File: config.mk
export PLATFORM = sky130hd
export DESIGN_NAME = ai_window_scheduler
export DESIGN_NICKNAME = d
export VERILOG_FILES = /design/src/rtl/ai_pkg.sv /design/src/rtl/ai_seq_divider.sv /design/src/rtl/ai_window_scheduler.sv
export SDC_FILE = /design/constraint.sdc
export NUM_CORES = 1
export LEC_CHECK = 0
export ABC_AREA = 0
export CORE_ASPECT_RATIO = 0.75
export CORE_UTILIZATION = 35
export CTS_CLUSTER_SIZE = 40
export DETAILED_ROUTE_END_ITERATION = 10
export SETUP_SLACK_MARGIN = 0.02
export SLEW_MARGIN = 20
export SYNTH_ARGS = -nofsm -noshare
export SYNTH_HDL_FRONTEND = slang
export SYNTH_SLANG_ARGS = --single-unit
File: constraint.sdc
create_clock -name clk -period 6.87 [get_ports clk]
set_input_delay 1.374 -clock clk [delete_from_list [all_inputs] [get_ports clk]]
set_output_delay 1.374 -clock clk [all_outputs]
set_load 0.03 [all_outputs]
File: src/rtl/ai_pkg.sv
// Shared types and constants for the arithmetic-intensity window scheduler.
package ai_pkg;

    typedef enum logic [1:0] {
        IDLE   = 2'd0,
        ACCUM  = 2'd1,
        DIVIDE = 2'd2,
        REPORT = 2'd3
    } state_e;

    localparam logic [31:0] Q16_ONE     = 32'h0001_0000;
    localparam logic [31:0] Q16_MAX     = 32'hFFFF_FFFF;
    localparam logic [31:0] RIDGE_Q_DEF = 32'h000A_0000;

    typedef struct packed {
        logic [31:0] intensity;
        logic        compute;
        logic        sat;
    } ai_res_t;

endpackage

File: src/rtl/ai_seq_divider.sv
// Restoring divider, one quotient bit per cycle; saturates the quotient to 32 bits.
module ai_seq_divider
    import ai_pkg::*;
#(
    parameter int ACC_W = 48
) (
    input  logic                clk,
    input  logic                rst_n,
    input  logic                start,
    input  logic [ACC_W+15:0]   dividend,
    input  logic [ACC_W-1:0]    divisor,
    output logic                done,
    output logic [31:0]         quotient,
    output logic                overflow
);

    localparam int DW = ACC_W + 16;
    localparam int CW = $clog2(DW + 1);

    logic             busy_q, busy_d;
    logic             zero_q, zero_d;
    logic [CW-1:0]    cnt_q, cnt_d;
    logic [DW-1:0]    dq_q, dq_d;
    logic [ACC_W-1:0] rem_q, rem_d;
    logic [ACC_W-1:0] dvs_q, dvs_d;

    logic [ACC_W:0]   rem_sh;
    logic [ACC_W-1:0] diff;
    logic             ge;

    always_comb begin
        busy_d = busy_q;
        zero_d = zero_q;
        cnt_d  = cnt_q;
        dq_d   = dq_q;
        rem_d  = rem_q;
        dvs_d  = dvs_q;
        // dq_q shifts dividend bits out the top and quotient bits in the bottom
        rem_sh = {rem_q, dq_q[DW-1]};
        ge     = rem_sh >= {1'b0, dvs_q};
        diff   = rem_sh[ACC_W-1:0] - dvs_q;
        if (start) begin
            busy_d = 1'b1;
            zero_d = (divisor == '0);
            cnt_d  = (divisor == '0) ? CW'(1) : CW'(DW);
            dq_d   = dividend;
            rem_d  = '0;
            dvs_d  = divisor;
        end else if (busy_q) begin
            cnt_d = cnt_q - CW'(1);
            if (cnt_q == CW'(1)) busy_d = 1'b0;
            if (!zero_q) begin
                rem_d = ge ? diff : rem_sh[ACC_W-1:0];
                dq_d  = {dq_q[DW-2:0], ge};
            end
        end
    end

    always_ff @(posedge clk or negedge rst_n) begin
        if (!rst_n) begin
            busy_q <= 1'b0;
            zero_q <= 1'b0;
            cnt_q  <= '0;
            dq_q   <= '0;
            rem_q  <= '0;
            dvs_q  <= '0;
        end else begin
            busy_q <= busy_d;
            zero_q <= zero_d;
            cnt_q  <= cnt_d;
            dq_q   <= dq_d;
            rem_q  <= rem_d;
            dvs_q  <= dvs_d;
        end
    end

    assign done     = busy_q && (cnt_q == CW'(1));
    assign overflow = !zero_q && (|dq_q[DW-1:32]);
    assign quotient = (zero_q || overflow) ? Q16_MAX : dq_q[31:0];

endmodule

File: src/rtl/ai_window_scheduler.sv
// Round-robin sample arbiter and window FSM feeding a shared FLOP/byte divider.
module ai_window_scheduler
    import ai_pkg::*;
#(
    parameter int          NUM_SRC    = 4,
    parameter int          WIN_CYCLES = 1024,
    parameter logic [31:0] RIDGE_Q    = RIDGE_Q_DEF,
    parameter int          ACC_W      = 48
) (
    input  logic                  clk,
    input  logic                  rst_n,
    input  logic                  enable,
    input  logic [NUM_SRC-1:0]    src_valid,
    output logic [NUM_SRC-1:0]    src_ready,
    input  logic [NUM_SRC*32-1:0] src_flops,
    input  logic [NUM_SRC*32-1:0] src_bytes,
    output logic                  res_valid,
    input  logic                  res_ready,
    output logic [31:0]           res_intensity,
    output logic                  res_compute,
    output logic                  res_sat,
    output logic                  busy
);

    localparam int PTR_W = $clog2(NUM_SRC);
    localparam int WCW   = (WIN_CYCLES > 2) ? $clog2(WIN_CYCLES) : 1;

    state_e           state_q, state_d;
    logic [PTR_W-1:0] ptr_q, ptr_d;
    logic [WCW-1:0]   win_q, win_d;
    logic [ACC_W-1:0] flop_acc_q, flop_acc_d;
    logic [ACC_W-1:0] byte_acc_q, byte_acc_d;
    logic             sat_q, sat_d;

    logic             gnt_vld;
    logic [PTR_W-1:0] gnt_idx;
    int               idx;
    logic [31:0]      s_flops, s_bytes;
    logic [ACC_W:0]   flop_sum, byte_sum;
    logic [ACC_W-1:0] flop_nxt, byte_nxt;
    logic             sat_add;

    logic             div_start, div_done, div_ovf;
    logic [31:0]      div_quo;
    ai_res_t          res;

    // Descending scan so the smallest offset from ptr wins.
    always_comb begin
        gnt_vld = 1'b0;
        gnt_idx = '0;
        idx     = 0;
        if (state_q == ACCUM) begin
            for (int k = NUM_SRC - 1; k >= 0; k--) begin
                idx = int'(ptr_q) + k;
                if (idx >= NUM_SRC) idx = idx - NUM_SRC;
                if (src_valid[PTR_W'(idx)]) begin
                    gnt_vld = 1'b1;
                    gnt_idx = PTR_W'(idx);
                end
            end
        end
    end

    assign src_ready = gnt_vld ? (NUM_SRC'(1) << gnt_idx) : '0;
    assign s_flops   = src_flops[32*gnt_idx +: 32];
    assign s_bytes   = src_bytes[32*gnt_idx +: 32];

    always_comb begin
        flop_sum = {1'b0, flop_acc_q} + (ACC_W+1)'(s_flops);
        byte_sum = {1'b0, byte_acc_q} + (ACC_W+1)'(s_bytes);
        flop_nxt = flop_acc_q;
        byte_nxt = byte_acc_q;
        sat_add  = 1'b0;
        if (gnt_vld) begin
            flop_nxt = flop_sum[ACC_W] ? '1 : flop_sum[ACC_W-1:0];
            byte_nxt = byte_sum[ACC_W] ? '1 : byte_sum[ACC_W-1:0];
            sat_add  = flop_sum[ACC_W] | byte_sum[ACC_W];
        end
    end

    always_comb begin
        state_d    = state_q;
        ptr_d      = ptr_q;
        win_d      = win_q;
        flop_acc_d = flop_acc_q;
        byte_acc_d = byte_acc_q;
        sat_d      = sat_q;
        div_start  = 1'b0;
        if (gnt_vld)
            ptr_d = (gnt_idx == PTR_W'(NUM_SRC - 1)) ? '0 : gnt_idx + PTR_W'(1);
        case (state_q)
            IDLE: begin
                win_d = '0;
                if (enable) begin
                    state_d = ACCUM;
                    sat_d   = 1'b0;
                end
            end
            ACCUM: begin
                flop_acc_d = flop_nxt;
                byte_acc_d = byte_nxt;
                sat_d      = sat_q | sat_add;
                win_d      = win_q + WCW'(1);
                if (!enable) begin
                    state_d    = IDLE;
                    win_d      = '0;
                    flop_acc_d = '0;
                    byte_acc_d = '0;
                    sat_d      = 1'b0;
                end else if (win_q == WCW'(WIN_CYCLES - 1)) begin
                    // The divider snapshots flop_nxt/byte_nxt; live accumulators restart.
                    state_d    = DIVIDE;
                    div_start  = 1'b1;
                    win_d      = '0;
                    flop_acc_d = '0;
                    byte_acc_d = '0;
                end
            end
            DIVIDE: begin
                if (div_done) state_d = REPORT;
            end
            REPORT: begin
                if (res_ready) begin
                    state_d = enable ? ACCUM : IDLE;
                    if (enable) sat_d = 1'b0;
                end
            end
            default: state_d = IDLE;
        endcase
    end

    always_ff @(posedge clk or negedge rst_n) begin
        if (!rst_n) begin
            state_q    <= IDLE;
            ptr_q      <= '0;
            win_q      <= '0;
            flop_acc_q <= '0;
            byte_acc_q <= '0;
            sat_q      <= 1'b0;
        end else begin
            state_q    <= state_d;
            ptr_q      <= ptr_d;
            win_q      <= win_d;
            flop_acc_q <= flop_acc_d;
            byte_acc_q <= byte_acc_d;
            sat_q      <= sat_d;
        end
    end

    ai_seq_divider #(.ACC_W(ACC_W)) u_div (
        .clk      (clk),
        .rst_n    (rst_n),
        .start    (div_start),
        .dividend ({flop_nxt, 16'b0}),
        .divisor  (byte_nxt),
        .done     (div_done),
        .quotient (div_quo),
        .overflow (div_ovf)
    );

    always_comb begin
        res.intensity = div_quo;
        res.compute   = div_quo >= RIDGE_Q;
        res.sat       = sat_q | div_ovf;
    end

    assign res_valid     = (state_q == REPORT);
    assign res_intensity = res_valid ? res.intensity : '0;
    assign res_compute   = res_valid & res.compute;
    assign res_sat       = res_valid & res.sat;
    assign busy          = (state_q != IDLE);

endmodule
==> impl_metrics.env <==
export IMPL_status="complete, no violations"
export IMPL_cp_slowest_cell="or4_1"
export IMPL_drtIter0Drc=1976
export IMPL_drive_above_1_share_pct=9.51
export IMPL_grt_pass1_vias=22486
export IMPL_skew_ns=0.0242
export IMPL_die_w_microns=292
export IMPL_p_int_mw=5.53
export IMPL_postLayoutCoreUtil_pct=45.5
export IMPL_min_period_over_period_pct=94.5
export IMPL_portBuffers=303
export IMPL_mappedNetlistArea_sq_mm=0.0221
export IMPL_cts_tree="yes"
export IMPL_ant_nets=0
export IMPL_rows=79
export IMPL_worstMarginPinSlew_ns=1.06
export IMPL_coreArea_sq_mm=0.0623
export IMPL_netlist_instances=2903
export IMPL_seq_power_share_pct=19.3
export IMPL_seq_area_frac_synth_pct=31.7
export IMPL_nFillCells=6136
export IMPL_timing_hold_ws_ns=0.485
export IMPL_critPathRequiredTime_ns=7.37
export IMPL_start_util_pct=35.5
export IMPL_met1_usage_pct=36.0
export IMPL_synth_most_common_cell="nand2_1"
export IMPL_yosysUniqueCellTypes=85
export IMPL_ys_ff_latch=280
export IMPL_rsz0062_at_grt="no"
export IMPL_synth_xor_area_share_pct=4.71
export IMPL_crit_path_end="u_div.cnt_q[6]$_DFFE_PN0P_"
export IMPL_fin_ws_ns=0.378
export IMPL_grtUsageTotal_pct=24.6
export IMPL_yosys_warnings=0
export IMPL_synthToLayoutAreaGrowth_pct=28.1
export IMPL_p_switching_mw=4.71
export IMPL_yosys_area_top_type="dfrtp_1"
export IMPL_place_gp_congestion=0.977
export IMPL_synthSimpleGateAreaFrac_pct=23.4
export IMPL_fin_cells=4103
export IMPL_vias=23307
export IMPL_drtPass1Iterations=6
export IMPL_timing_rr_end="u_div.cnt_q[6]$_DFFE_PN0P_"
export IMPL_criticalPathCategory="primary input to register"
export IMPL_grt_pass1_wl_microns=127000
export IMPL_clock_fmax_mhz=154
export IMPL_synth_common_cells="nand2_1 (550), dfrtp_1 (280), o21ai_0 (238), a21oi_1 (211), nor2_1 (205)"
export IMPL_hold_viol=0
export IMPL_ys_flop_type="dfrtp_1"
export IMPL_pwr_share_comb_pct=63.5
export IMPL_muxShareOfSynthArea_pct=1.46
export IMPL_slew_viol_final=0
export IMPL_p_leak_nw=13.2
export IMPL_grt_max_degree=127
export IMPL_p_clk_share_pct=17.2
export IMPL_yosysTopAreaCellShare_pct=31.7
export IMPL_busiest_layer="met2"
export IMPL_grt_antenna_before_repair=0
export IMPL_synth_compound_area_share_pct=27.0
export IMPL_worstPathMaxFanout=5
export IMPL_dp_hpwl_microns=60400
export IMPL_drc_errors=0
export IMPL_clkTransAtPathRegs_ns=0.07
export IMPL_final_nets=3656
export IMPL_netlist_top_cells_area="dfrtp_1 (32%), nand2_1 (9.3%), ha_1 (6.7%)"
export IMPL_synthAdderAreaFrac_pct=7.00
export IMPL_maxSlewHeadroom_pct=29.1
export IMPL_synth_nets=3289
export IMPL_via_per_inst=5.68
export IMPL_power_density_mw_per_mm2=362
export IMPL_ir_worst_vdd_mv=0.219
export IMPL_overflow=0
export IMPL_arrival_ns=7.00
export IMPL_place_area_sq_mm=0.0272
export IMPL_path_buf_inv=5
export IMPL_r2r_setup_slack_ns=0.90
export IMPL_hold_path_class="register to register"
export IMPL_diodes=0
export IMPL_setup_tns_ns=0
export IMPL_die_h_microns=220
export IMPL_fin_crit_ns=6.49
export IMPL_end_kind="register"
export IMPL_die_area_sq_mm=0.0642
export IMPL_crit_path_start_kind="primary input"
export IMPL_grt_use_met3_pct=2.47
export IMPL_r2r_cells=25
export IMPL_worstSetupPathDepth=25
export IMPL_cts_max_level=1
export IMPL_netSwitchingFraction_pct=46.0
export IMPL_wl_per_cell_microns=19.5
export IMPL_synth_top_family_by_area="compound AO/OA/AOI/OAI gates"
export IMPL_path_delay_family="compound AO/OA/AOI/OAI gates"
export IMPL_hold_buffers=0
export IMPL_synthArstFlopShare_pct=100
export IMPL_cts_max_path_buffers=3
export IMPL_total_power_mw=10.2
export IMPL_use_met2_pct=39.5
export IMPL_syn_avg_cell_area_sq_um=7.62
export IMPL_placedCellCount=4046
export IMPL_synth_edff_count=0
export IMPL_post_place_ws_ns=-0.302
export IMPL_io_pin_count=304
export IMPL_numCtsBuffers=31
export IMPL_worst_skew_pair_late_latency_ns=0.61
export IMPL_max_cap_violations=0
export IMPL_slowest_delay_ns=0.58
export IMPL_fin_area_sq_mm=0.0283
export IMPL_critPathLaunch="src_valid[1]"
export IMPL_finalSetupViolCount=0
export IMPL_clock_sinks=280
export IMPL_root_buffer="clkbuf_16"
export IMPL_drt_total_wl_microns=80100
[cells in the final DEF, fill, tap and decap left out, types with 20 or more instances in the layout]
master | Yosys | layout
nor3_1 | 44 | 43
o31ai_1 | 20 | 20
nand2_1 | 550 | 550
nand3_1 | 82 | 82
nand4_1 | 37 | 37
xor2_1 | 51 | 51
ha_1 | 119 | 119
clkbuf_16 | 0 | 31
a22oi_1 | 22 | 22
a211oi_1 | 22 | 21
dfrtp_1 | 280 | 280
a21oi_1 | 211 | 211
nor2_1 | 205 | 201
clkdlybuf4s50_1 | 0 | 302
a21o_1 | 88 | 88
a22o_1 | 42 | 42
buf_4 | 2 | 203
and3_1 | 95 | 95
o21ai_0 | 238 | 238
a31oi_1 | 105 | 104
inv_1 | 94 | 94
nor2b_1 | 22 | 20
o21a_1 | 55 | 55
mux2i_1 | 30 | 30
xnor2_1 | 68 | 68
[power groups by stage]
stage | registers [mW] | logic [mW] | clock network, mW
2_1_floorplan | 1.93 | 3.89 | 0
3_3_place_gp | 2.00 | 6.33 | 0
3_5_place_dp | 2.01 | 6.39 | 0
4_1_cts | 1.98 | 6.42 | 1.80
5_1_grt | 1.99 | 7.08 | 1.86
6_report | 1.98 | 6.51 | 1.76
[worst min-delay path by stage]
stage / start / to / slack [ns] / depth (start not counted)
finish: u_div.dvs_q[10]$_DFFE_PN0P_ / u_div.dvs_q[10]$_DFFE_PN0P_ / 0.48 / 2
global route: win_q[2]$_DFFE_PN0P_ / win_q[2]$_DFFE_PN0P_ / 0.51 / 1
CTS: u_div.dvs_q[36]$_DFFE_PN0P_ / u_div.dvs_q[36]$_DFFE_PN0P_ / 0.49 / 2
detailed placement: u_div.dvs_q[36]$_DFFE_PN0P_ / u_div.dvs_q[36]$_DFFE_PN0P_ / 0.48 / 2
global placement: u_div.dvs_q[44]$_DFFE_PN0P_ / u_div.dvs_q[44]$_DFFE_PN0P_ / 0.47 / 2
floorplan: u_div.dvs_q[23]$_DFFE_PN0P_ / u_div.dvs_q[23]$_DFFE_PN0P_ / 0.45 / 2
[cells by family (layout without fill, tap and decap cells)]
logic type,count (synthesis),after routing
and+or+nand+nor,1143,1143
AOI/OAI and AO/OA,930,930
buffers and inverters,277,667
xor gates and xnor gates,119,119
DFF,280,280
adders and majority gates,122,122
muxes,32,32
[tightest hold or removal path: cells and delay by family, from the launching register on]
kind,cells,cell delay (ns)
and+or+nand+nor,1,0.05
AOI/OAI and AO/OA,1,0.06
DFF,1,0.35
[state kept, by name, summed over array words and instances, names as in the netlist, named ones only]
| name | flops |
|---|---|
| byte_acc_q | 48 |
| u_div.rem_q | 48 |
| u_div.zero_q | 1 |
| flop_acc_q | 48 |
| u_div.cnt_q | 7 |
| win_q | 10 |
| state_q | 1 |
| ptr_q | 2 |
| u_div.busy_q | 1 |
| u_div.dq_q | 64 |
| u_div.dvs_q | 48 |
| sat_q | 1 |
[routing by layer]
metal,vias up,wire length [microns]
met5,-,0
met4,0,1240
met3,79,4670
met2,735,35600
met1,11319,38600
li1,11174,-
[cell type report]
class / instances / area [sq um] / share of cell area, %
multi-input combinational: 2346 / 14200 / 50.0
sequential: 280 / 7010 / 24.7
timing repair buffer: 515 / 4740 / 16.7
tap: 810 / 1010 / 3.58
clock buffer: 39 / 846 / 2.99
inverter: 96 / 362 / 1.28
clock inverter: 17 / 198 / 0.698
[timing repair]
item / 4_1_cts / 5_1_grt
setup endpoints to repair: 0 / 2
endpoints found under the hold margin: 0 / 0
setup buffers: 0 / 0
gates resized for setup: 0 / 2
(Power assumes the default switching activity.)
